[src/rtl/mmio_uart_tx_if.sv]
// ---------------------------------------------------------------------------
// mmio_uart_tx_if
//   Processor data-bus bundle that connects a load/store initiator to a
//   memory-mapped responder.
//
//   Signals
//     mem_valid  initiator -> responder  request; held until mem_ready
//     mem_addr   initiator -> responder  32-bit byte address
//     mem_wdata  initiator -> responder  32-bit store data
//     mem_wstrb  initiator -> responder  byte strobes, 4'b0000 means load
//     mem_ready  responder -> initiator  one-cycle acknowledge pulse
//     mem_rdata  responder -> initiator  load data, valid while mem_ready=1
//
//   Modports
//     master  the load/store initiator (processor side)
//     slave   the memory-mapped responder (peripheral side)
// ---------------------------------------------------------------------------
interface mmio_uart_tx_if;
  logic        mem_valid;
  logic [31:0] mem_addr;
  logic [31:0] mem_wdata;
  logic [3:0]  mem_wstrb;
  logic        mem_ready;
  logic [31:0] mem_rdata;

  modport master (
    output mem_valid,
    output mem_addr,
    output mem_wdata,
    output mem_wstrb,
    input  mem_ready,
    input  mem_rdata
  );

  modport slave (
    input  mem_valid,
    input  mem_addr,
    input  mem_wdata,
    input  mem_wstrb,
    output mem_ready,
    output mem_rdata
  );
endinterface

[src/rtl/mmio_uart_tx.sv]
// ---------------------------------------------------------------------------
// mmio_uart_tx
//   Memory-mapped UART transmitter sitting on the processor data bus.
//   Stores to TXDATA push bytes into a TX FIFO; an 8N1 serializer drains the
//   FIFO onto uart_tx. Firmware polls STATUS for flow control.
//
//   Register window (16 bytes at BASE_ADDR, offset = mem_addr[3:2])
//     0x0 TXDATA  store with wstrb[0]=1 pushes wdata[7:0]; load returns 0
//     0x4 STATUS  {16'b0, count[7:0], 4'b0, parityEn, empty, full, busy}
//     0x8/0xC     loads return 0, stores ignored (both acknowledged)
//
//   Ports
//     clock    in   system clock, all state on the rising edge
//     reset    in   asynchronous active-high reset, clears all state
//     bus      slave modport of mmio_uart_tx_if (mem_valid/addr/wdata/wstrb
//              in, mem_ready/rdata out)
//     uart_tx  out  serial line, idle high, driven from a register
//
//   Build option
//     UART_TX_PARITY_EN  when defined, an even-parity bit is sent after the
//                        eight data bits and STATUS bit 3 reads 1.
// ---------------------------------------------------------------------------
module mmio_uart_tx #(
  parameter int          CLK_HZ     = 12_500_000,
  parameter int          BAUD       = 115_200,
  parameter int          FIFO_DEPTH = 16,
  parameter logic [31:0] BASE_ADDR  = 32'h1000_0000
) (
  input  logic           clock,
  input  logic           reset,
  mmio_uart_tx_if.slave  bus,
  output logic           uart_tx
);

  localparam int             DIV      = CLK_HZ / BAUD;
  localparam int             CW       = $clog2(DIV);
  localparam logic [CW-1:0]  DIV_LAST = CW'(DIV - 1);
  localparam int             AW       = $clog2(FIFO_DEPTH);
  localparam int             NW       = AW + 1;
  localparam logic [NW-1:0]  DEPTH_N  = NW'(FIFO_DEPTH);

`ifdef UART_TX_PARITY_EN
  localparam logic PARITY_FLAG = 1'b1;
`else
  localparam logic PARITY_FLAG = 1'b0;
`endif

  typedef enum logic [2:0] {
    IDLE,
    START,
    DATA,
`ifdef UART_TX_PARITY_EN
    PARITY,
`endif
    STOP
  } state_t;

  state_t          state_q;
  logic [CW-1:0]   baudCnt_q;
  logic [2:0]      bitIdx_q;
  logic [7:0]      shift_q;
  logic            tx_q;
`ifdef UART_TX_PARITY_EN
  logic            parity_q;
`endif

  logic [7:0]      fifoMem [FIFO_DEPTH];
  logic [AW-1:0]   wrPtr_q;
  logic [AW-1:0]   rdPtr_q;
  logic [NW-1:0]   count_q;

  logic            ready_q;
  logic [31:0]     rdata_q;
  logic            acked_q;

  logic            selected;
  logic [1:0]      offset;
  logic            txPush;
  logic            accept;
  logic            pushFire;
  logic            popFire;
  logic            baudLast;
  logic            fifoEmpty;
  logic            fifoFull;
  logic            busy;
  logic [8:0]      countWide;
  logic [31:0]     statusWord;
  logic [31:0]     readData;
  logic [7:0]      fifoHead;
  logic            unusedBus;

  assign selected  = bus.mem_valid && (bus.mem_addr[31:4] == BASE_ADDR[31:4]);
  assign offset    = bus.mem_addr[3:2];
  assign txPush    = (offset == 2'd0) && bus.mem_wstrb[0];
  assign fifoEmpty = (count_q == '0);
  assign fifoFull  = (count_q == DEPTH_N);

  // A request is taken once per mem_valid assertion; a TXDATA push into a
  // full FIFO stalls here until the serializer frees a slot.
  assign accept    = selected && !acked_q && !(txPush && fifoFull);
  assign pushFire  = accept && txPush;

  // The serializer pulls the next byte either from IDLE or at the very end
  // of a stop bit, so back-to-back bytes go out without an idle gap.
  assign baudLast  = (baudCnt_q == DIV_LAST);
  assign popFire   = !fifoEmpty && ((state_q == IDLE) || ((state_q == STOP) && baudLast));

  assign busy       = (state_q != IDLE) || !fifoEmpty;
  assign countWide  = 9'(count_q);
  assign statusWord = {16'b0, countWide[7:0], 4'b0, PARITY_FLAG, fifoEmpty, fifoFull, busy};
  assign fifoHead   = fifoMem[rdPtr_q];

  assign unusedBus  = ^{bus.mem_addr[1:0], bus.mem_wdata[31:8], bus.mem_wstrb[3:1]};

  // Read mux: only STATUS returns anything, every other offset reads zero.
  always_comb begin
    readData = 32'b0;
    if (offset == 2'd1) begin
      readData = statusWord;
    end
  end

  // Bus responder: one-cycle ready pulse with registered read data. The
  // acked flag stays set until mem_valid drops so a held request is only
  // acknowledged once.
  always_ff @(posedge clock or posedge reset) begin
    if (reset) begin
      ready_q <= 1'b0;
      rdata_q <= 32'b0;
      acked_q <= 1'b0;
    end else begin
      if (accept) begin
        ready_q <= 1'b1;
        rdata_q <= readData;
        acked_q <= 1'b1;
      end else begin
        ready_q <= 1'b0;
        rdata_q <= 32'b0;
        if (!bus.mem_valid) begin
          acked_q <= 1'b0;
        end
      end
    end
  end

  // FIFO storage has no reset; the pointers and count define what is valid,
  // so clearing them discards any queued bytes.
  always_ff @(posedge clock) begin
    if (pushFire) begin
      fifoMem[wrPtr_q] <= bus.mem_wdata[7:0];
    end
  end

  // FIFO pointers wrap naturally at the power-of-two depth; a simultaneous
  // push and pop leaves the count unchanged.
  always_ff @(posedge clock or posedge reset) begin
    if (reset) begin
      wrPtr_q <= '0;
      rdPtr_q <= '0;
      count_q <= '0;
    end else begin
      if (pushFire) begin
        wrPtr_q <= wrPtr_q + 1'b1;
      end
      if (popFire) begin
        rdPtr_q <= rdPtr_q + 1'b1;
      end
      case ({pushFire, popFire})
        2'b10:   count_q <= count_q + 1'b1;
        2'b01:   count_q <= count_q - 1'b1;
        default: count_q <= count_q;
      endcase
    end
  end

  // Serializer FSM. Every state lasts DIV cycles, the baud counter restarts
  // on each state entry, and the line level for the next state is loaded
  // into tx_q on the transition so uart_tx never glitches.
  always_ff @(posedge clock or posedge reset) begin
    if (reset) begin
      state_q   <= IDLE;
      baudCnt_q <= '0;
      bitIdx_q  <= 3'd0;
      shift_q   <= 8'd0;
      tx_q      <= 1'b1;
`ifdef UART_TX_PARITY_EN
      parity_q  <= 1'b0;
`endif
    end else begin
      case (state_q)
        IDLE: begin
          tx_q      <= 1'b1;
          baudCnt_q <= '0;
          if (popFire) begin
            shift_q  <= fifoHead;
`ifdef UART_TX_PARITY_EN
            parity_q <= ^fifoHead;
`endif
            state_q  <= START;
            tx_q     <= 1'b0;
          end
        end

        START: begin
          if (baudLast) begin
            state_q   <= DATA;
            baudCnt_q <= '0;
            bitIdx_q  <= 3'd0;
            tx_q      <= shift_q[0];
          end else begin
            baudCnt_q <= baudCnt_q + 1'b1;
          end
        end

        DATA: begin
          if (baudLast) begin
            baudCnt_q <= '0;
            if (bitIdx_q == 3'd7) begin
`ifdef UART_TX_PARITY_EN
              state_q <= PARITY;
              tx_q    <= parity_q;
`else
              state_q <= STOP;
              tx_q    <= 1'b1;
`endif
            end else begin
              bitIdx_q <= bitIdx_q + 3'd1;
              shift_q  <= shift_q >> 1;
              tx_q     <= shift_q[1];
            end
          end else begin
            baudCnt_q <= baudCnt_q + 1'b1;
          end
        end

`ifdef UART_TX_PARITY_EN
        PARITY: begin
          if (baudLast) begin
            state_q   <= STOP;
            baudCnt_q <= '0;
            tx_q      <= 1'b1;
          end else begin
            baudCnt_q <= baudCnt_q + 1'b1;
          end
        end
`endif

        STOP: begin
          if (baudLast) begin
            baudCnt_q <= '0;
            if (popFire) begin
              shift_q  <= fifoHead;
`ifdef UART_TX_PARITY_EN
              parity_q <= ^fifoHead;
`endif
              state_q  <= START;
              tx_q     <= 1'b0;
            end else begin
              state_q  <= IDLE;
              tx_q     <= 1'b1;
            end
          end else begin
            baudCnt_q <= baudCnt_q + 1'b1;
          end
        end

        default: begin
          state_q   <= IDLE;
          baudCnt_q <= '0;
          tx_q      <= 1'b1;
        end
      endcase
    end
  end

  assign bus.mem_ready = ready_q;
  assign bus.mem_rdata = rdata_q;
  assign uart_tx       = tx_q;

endmodule
[src/flat_wrapper.sv]
// flat-port wrapper written by rule: the top's interface ports become plain ports
module mmio_uart_tx_flat 
#(
  parameter int          CLK_HZ     = 12_500_000,
  parameter int          BAUD       = 115_200,
  parameter int          FIFO_DEPTH = 16,
  parameter logic [31:0] BASE_ADDR  = 32'h1000_0000
)
  (clock, reset, uart_tx, bus_mem_valid, bus_mem_addr, bus_mem_wdata, bus_mem_wstrb, bus_mem_ready, bus_mem_rdata);
  mmio_uart_tx_if bus_i ();
  input  logic clock;
  input  logic reset;
  output logic uart_tx;
  input wire logic [$bits(bus_i.mem_valid)-1:0] bus_mem_valid;
  input wire logic [$bits(bus_i.mem_addr)-1:0] bus_mem_addr;
  input wire logic [$bits(bus_i.mem_wdata)-1:0] bus_mem_wdata;
  input wire logic [$bits(bus_i.mem_wstrb)-1:0] bus_mem_wstrb;
  output wire logic [$bits(bus_i.mem_ready)-1:0] bus_mem_ready;
  output wire logic [$bits(bus_i.mem_rdata)-1:0] bus_mem_rdata;
  assign bus_i.mem_valid = bus_mem_valid;
  assign bus_i.mem_addr = bus_mem_addr;
  assign bus_i.mem_wdata = bus_mem_wdata;
  assign bus_i.mem_wstrb = bus_mem_wstrb;
  assign bus_mem_ready = bus_i.mem_ready;
  assign bus_mem_rdata = bus_i.mem_rdata;
  mmio_uart_tx #(.CLK_HZ(CLK_HZ), .BAUD(BAUD), .FIFO_DEPTH(FIFO_DEPTH), .BASE_ADDR(BASE_ADDR)) u_core (.clock(clock), .reset(reset), .bus(bus_i), .uart_tx(uart_tx));
endmodule
[config.mk]
export PLATFORM = sky130hd
export DESIGN_NAME = mmio_uart_tx_flat
export DESIGN_NICKNAME = d
export VERILOG_FILES = /design/src/rtl/mmio_uart_tx_if.sv /design/src/rtl/mmio_uart_tx.sv /design/src/flat_wrapper.sv
export SDC_FILE = /design/constraint.sdc
export NUM_CORES = 1
export LEC_CHECK = 0
export CAP_MARGIN = 40
export CORE_MARGIN = 2
export CORE_UTILIZATION = 50
export CTS_CLUSTER_DIAMETER = 200
export CTS_CLUSTER_SIZE = 25
export DETAILED_ROUTE_END_ITERATION = 7
export DONT_BUFFER_PORTS = 1
export GPL_TIMING_DRIVEN = 0
export PLACE_DENSITY = 0.75
export SYNTH_ARGS = -nofsm -noshare
export SYNTH_HDL_FRONTEND = slang
export SYNTH_SLANG_ARGS = --single-unit
[constraint.sdc]
create_clock -name clock -period 4.15 [get_ports clock]
set_input_delay 0.83 -clock clock [delete_from_list [all_inputs] [get_ports clock]]
set_output_delay 0.83 -clock clock [all_outputs]
set_load 0.02 [all_outputs]
==> run_results.csv <==
group,metric,value,unit
run_status,status,"completed",
global_routing,grt_max_degree,25,
cts,cts-root-buf,"clkbuf_16",
cts,hold_buffers,0,
route,ant_nets,0,
floorplan,initial_core_util,0.513,
placement,io_buffer_count,0,
worst_hold_path,hold_path_class,"primary input to async pin",
synth,synth.avg_cell_area,16.1,µm²
critical_path,critPathMaxFanout,10,
synth,synth-main-ff-cell,"edfxtp_1",
cts,clkSlewWorstSetupHoldPaths,0.06,ns
synth,synth_top_cell_by_area,"edfxtp_1",
critical_path,cp.arrival,3.63,ns
final_layout,fillerInstances,1095,
route,first_pass_iters,5,
timing,fmax,0.301,GHz
floorplan,ios,105,
critical_path,r2r_start,"u_core.acked_q",
cts,cts_buffers,17,
route,route.detailed.drc,0,
timing,setup_tns,0,ns
global_routing,grt_pass1_vias,4249,
synth,synth.area.top_cells,"edfxtp_1 (52%), dfrtp_1 (14%), mux4_2 (9.7%), ha_1 (2.7%), buf_4 (2.6%)",
synth,synth_warnings,0,
final_layout,layout_commonest_cell,"edfxtp_1",
synth,seq_area_frac_synth,0.664,
cts,cts_resized,0,
floorplan,dieArea,0.0159,mm²
cts,insertion_delay,0.43,ns
synth,netlist_instances,462,
global_routing,antenna_found_initial,0,
job,maxCapViolations,0,
pwr,peakVddDrop,378,µV
placement,gp_congestion,0.833,
final_layout,layout_common_cells,"edfxtp_1 (128), dfrtp_1 (43), mux4_2 (32), buf_4 (30), a21oi_1 (25)",
route,via_per_inst,5.81,
final_layout,layout.nets,596,
floorplan,die_x,126,µm
final_layout,insertedDiodeCount,0,
timing,tightest_slew,0.807,ns
timing,fin_ws,0.828,ns
timing,rsz0062_at_grt,"no",
critical_path,cp-start-kind,"primary input",
global_routing,overflow,0,
critical_path,cp-end-kind,"flip-flop",
cts,cts.sinks,172,
placement,hpwl,9790,µm
cts,cts_setup_buffers,0,
route,wirelength,14500,µm
timing,period_minus_slack,3.32,ns
pwr,powerDensity,417,mW/mm²
global_routing,grtUsageTotal,0.189,
critical_path,worstPathRequired,4.46,ns
route,vias,4101,
floorplan,die_h,126,µm
cts,cts_tree,"done",
critical_path,r2r_end,"u_core.count_q[4]",
floorplan,core,0.0145,mm²
floorplan,rows,44,
timing,relSlewSlack,0.458,
cts,cts_max_level,4,
timing,hold_viol_final,0,
final_layout,drive_above_1_share,0.230,
critical_path,worstSetupPathType,"primary input to flip-flop",
synth,ys_ff_latch,172,
synth,synth_top_cell_area_share,0.516,
route,drt_iter0_markers,350,
timing,finalSetupViolCount,0,
critical_path,reg2reg_depth,14,
final_layout,area_delta_synth_final,12.9,%
synth,synth.cell_area,0.00745,mm²
pwr,p_leak,3.14,nW
route,avgRoutedWirePerCell,20.5,µm
placement,preCtsSetupSlack,0.412,ns
global_routing,grt_pass1_wl,22300,µm
timing,period_share,0.801,
synth,ys_async_sr_fraction,0.256,
synth,ys_types,61,
cts,clock_path_buffers,2,
timing,fin_skew,0.0105,ns
timing,maxSlewViolCount,0,
synth,synth_edf_count,128,
critical_path,worst-r2r-setup-slack,0.95,ns
critical path: stages:
cell	delay (ns)
nor4bb_1	0.26
nand4_1	0.21
nor3_2	0.56
buf_2	0.35
inv_1	0.09
ha_1	0.18
clkbuf_1	0.20
xor2_1	0.19
ha_1	0.24
nand2_1	0.07
nor2_1	0.04
o21ai_0	0.15
a31oi_1	0.12
xnor2_1	0.14
registers in the layout, indices dropped and copies added, names as in the netlist, 2 cells and up:
signal	flops
u_core.rdPtr_q	4
u_core.bitIdx_q	3
u_core.fifoMem	128
u_core.state_q	2
u_core.shift_q	8
u_core.baudCnt_q	7
u_core.count_q	5
u_core.bus.mem_rdata	8
u_core.wrPtr_q	4
through the flow:
| step | instance area [µm²] | cells | util | hold slack [ns] | total power (W) |
|---|---|---|---|---|---|
| 6_report | 8410 | 706 | 0.579 | 0.298 | 0.00351 |
| 2_1_floorplan | 7540 | 485 | - | 0.430 | 0.00193 |
| 5_1_grt | 8410 | 706 | 0.579 | 0.333 | 0.00359 |
| 3_3_place_gp | 7770 | 669 | 0.534 | 0.447 | 0.00193 |
| 4_1_cts | 8410 | 706 | 0.579 | 0.301 | 0.00353 |
| 3_5_place_dp | 7820 | 674 | 0.538 | 0.465 | 0.00194 |
logic make-up (layout without fill, tap and decap cells):
group	after synthesis	count (layout)	synth area share
adders and majority gates	16	16	0.0269
xor gates and xnor gates	16	16	0.0188
buffers and inverters	54	91	0.0462
AOI/OAI and AO/OA	68	68	0.0620
muxes	37	37	0.105
other	1	24	0.000503
and+or+nand+nor	98	98	0.0771
DFF	172	172	0.664
worst max path at each step:
stage / slack (ns) / depth (start not counted) / startpoint / endpoint
finish: 0.83 / 14 / bus_mem_addr[31] / u_core.count_q[4]
global route: 0.60 / 14 / bus_mem_addr[3] / u_core.count_q[4]
CTS: 0.86 / 14 / bus_mem_addr[31] / u_core.count_q[4]
detailed placement: 0.41 / 13 / bus_mem_addr[31] / u_core.count_q[2]
global placement: 0.54 / 13 / bus_mem_addr[5] / u_core.count_q[2]
floorplan: 0.97 / 13 / bus_mem_addr[31] / u_core.count_q[2]
synth_stat cells, types with 2 or more instances:
cell type,count
buf_1,2
and3_1,10
xor2_1,6
buf_6,4
buf_4,26
inv_1,9
a22o_1,5
buf_2,6
nor3_2,2
nor2b_1,7
nor4_1,7
and2_1,6
nand2_1,13
a22oi_1,17
clkbuf_1,5
xnor2_1,10
o21ai_0,9
dfrtp_1,43
nor3_1,10
nor2_1,17
mux4_2,32
nand2b_1,2
mux2_2,3
edfxtp_1,128
nand3_1,2
ha_1,16
a21oi_1,25
a21o_1,3
nand4_1,4
nor3b_1,2
cell type report:
| cell class | instances | area (µm²) | share of cell area |
|---|---|---|---|
| clock buffers | 17 | 425 | 0.0506 |
| plain buffers | 45 | 310 | 0.0369 |
| well taps | 184 | 230 | 0.0274 |
| flip-flops and latches | 172 | 4950 | 0.588 |
| repair buffers | 5 | 50.0 | 0.00595 |
| inverters | 9 | 33.8 | 0.00402 |
| multi-input cells | 259 | 2250 | 0.267 |
| clock inverters | 15 | 169 | 0.0201 |
per-layer routing:
layer	vias to the layer above	GRT usage	part of all wire
met5	-	0	0
met4	0	0.0769	0.027
met3	27	0.0497	0.063
met2	173	0.319	0.50
met1	2069	0.232	0.41
li1	1832	-	-
power breakdown:
part / switching (W) / total (W) / internal [W]
clock network: 0.000660 / 0.00161 / 0.000946
logic: 0.0000318 / 0.0000507 / 0.0000190
registers: 0.00000000000319 / 0.00185 / 0.00185
total: 0.000692 / 0.00351 / 0.00282
No activity file was read; power rests on OpenSTA's default activity.
==> patch: new RTL, same flow settings <==
`BAUD` is set to 115_200 in 2 places; all go to 57_600.
--- a/src/rtl/mmio_uart_tx.sv
+++ b/src/rtl/mmio_uart_tx.sv
@@ -24,3 +24,3 @@
   parameter int          CLK_HZ     = 12_500_000,
-  parameter int          BAUD       = 115_200,
+  parameter int          BAUD       = 57_600,
   parameter int          FIFO_DEPTH = 16,
--- a/src/flat_wrapper.sv
+++ b/src/flat_wrapper.sv
@@ -4,3 +4,3 @@
   parameter int          CLK_HZ     = 12_500_000,
-  parameter int          BAUD       = 115_200,
+  parameter int          BAUD       = 57_600,
   parameter int          FIFO_DEPTH = 16,
Function: same outputs for any inputs over 10 cycles, from zero or initial values and one cycle with reset high; that may be too few to reach the edited logic, so the function may still have changed.
==> patch against the original RTL <==
Sequential cell count rose by 1. Final cell count is 10% higher. Synthesized area grew 2.4%. Critical path type is now flip-flop to flip-flop. Wire length rose by 6.3%. Critical path depth is the same. Setup slack gained 0.018 ns. Non-clock buffer count increased by 2. Largest power group unchanged. Design area increased by 2.4%. Highest routed layer unchanged. Power is 2.7% higher. Clock skew up 0.0010 ns. Worst hold slack got worse by 0.072 ns. Largest cell class unchanged. Die area increased by 2.3%.
==> patch: results (changes against the original RTL) <==
Final layout
  – Multi-input combinational area share: 27.99% (was 26.70%)
  – Layout Cell Area excl Fill: 8615 µm² (was 8411 µm²)
  – Seq cells: 173 (was 172)
  – Layout cells sized above 1: 16.64% (was 22.99%)
  – Fillers: 1153 (was 1095)
  – Clock-cell share: 7.001% (was 7.066%)

GRT
  – First-pass GRT wire length: 23830 µm (was 22340 µm)
  – Total GRT Usage: 19.87% (was 18.86%)
  – Vias in the first global route: 4518 (was 4249)

Logic synthesis
  – Yosys cell types: 54 (was 61)
  – Top cells by area, synth: edfxtp_1 50%, dfrtp_1 14%, mux2i_1 7.7%, ha_1 2.8%, a22oi_1 2.6% (was edfxtp_1 52%, dfrtp_1 14%, mux4_2 9.7%, ha_1 2.7%, buf_4 2.6%)
  – Most instantiated cells after synthesis: 128 x edfxtp_1, 59 x mux2i_1, 44 x dfrtp_1 (was 128 x edfxtp_1, 43 x dfrtp_1, 32 x mux4_2)
  – Share of flip-flops with an asynchronous set or reset: 26.01% (was 25.58%)

Power
  – Clock Power Share: 44.8% (was 45.8%)
  – Pwr/cell area: 418.2 nW/µm² (was 417.1 nW/µm²)
  – Switching pwr: 0.6939 mW (was 0.6922 mW)
  – Peak VDD IR: 361.1 µV (was 377.5 µV)

Placed design
  – Placed instance count: 745 (was 674)
  – Gp weighted congestion: 0.8426 (was 0.8330)
  – DP HPWL: 10290 µm (was 9789 µm)
  – Dpl ws: 0.6666 ns (was 0.4119 ns)

Critical path
  – Slowest CP cell: nor2b_1 (was nor3_2)
  – Critical Path AT: 3.61 ns (was 3.63 ns)

Detailed routing
  – DR iter-0 viols: 360 (was 350)

Status
  – Status: finished clean (unchanged)

Timing
  – Max-slew headroom: 39.81% (was 45.76%)
## patch: changes by cell type after synthesis, moves of 5 or more
| cell | unedited run | this run |
|---|---|---|
| inv_1 | 9 | 14 |
| clkbuf_1 | 5 | 10 |
| a22oi_1 | 17 | 26 |
| nand3_1 | 2 | 13 |
| mux2i_1 | 1 | 59 |
| a32oi_1 | 0 | 5 |
| a21oi_1 | 25 | 7 |
| nand2_1 | 13 | 25 |
| and3_1 | 10 | 3 |
| mux4_2 | 32 | 3 |
| and2_1 | 6 | 15 |
| mux2_2 | 3 | 11 |
## patch: final timing paths
| check | slack (ns) | startpoint | cells past startpoint | to |
|---|---|---|---|---|
| max | 0.85 | u_core.count_q[1] | 14 | u_core.count_q[4] |
| min | 0.23 | reset | 1 | u_core.count_q[4] |
| max reg2reg | 0.85 | u_core.count_q[1] | 14 | u_core.count_q[4] |
| min reg2reg | 0.51 | u_core.count_q[4] | 1 | u_core.count_q[4] |
| max in group asynchronous | 3.40 | reset | 2 | u_core.uart_tx |
| min in group clock | 0.49 | bus_mem_wdata[5] | 0 | u_core.fifoMem[1][5] |
## patch: cell families (layout without fill, tap and decap cells)
family	count (synthesis)	count (layout)	synth area share, %
AOI/OAI and AO/OA	69	69	6.646
and+or+nand+nor	117	117	8.484
DFF	173	173	65.20
buffers and inverters	61	98	4.513
muxes	73	73	10.26
other	1	24	0.04918
xor gates and xnor gates	18	18	2.068
adders and majority gates	17	17	2.790
## patch: per-layer routing
| metal | wire length [µm] | up-vias | part of all wire, % | track usage [%] |
|---|---|---|---|---|
| li1 | - | 2024 | - | - |
| met1 | 6191 | 2202 | 40 | 23.57 |
| met2 | 8032 | 179 | 52 | 35.45 |
| met3 | 987 | 12 | 6.4 | 4.816 |
| met4 | 211 | 0 | 1.4 | 6.723 |
| met5 | 0 | - | 0 | 0 |
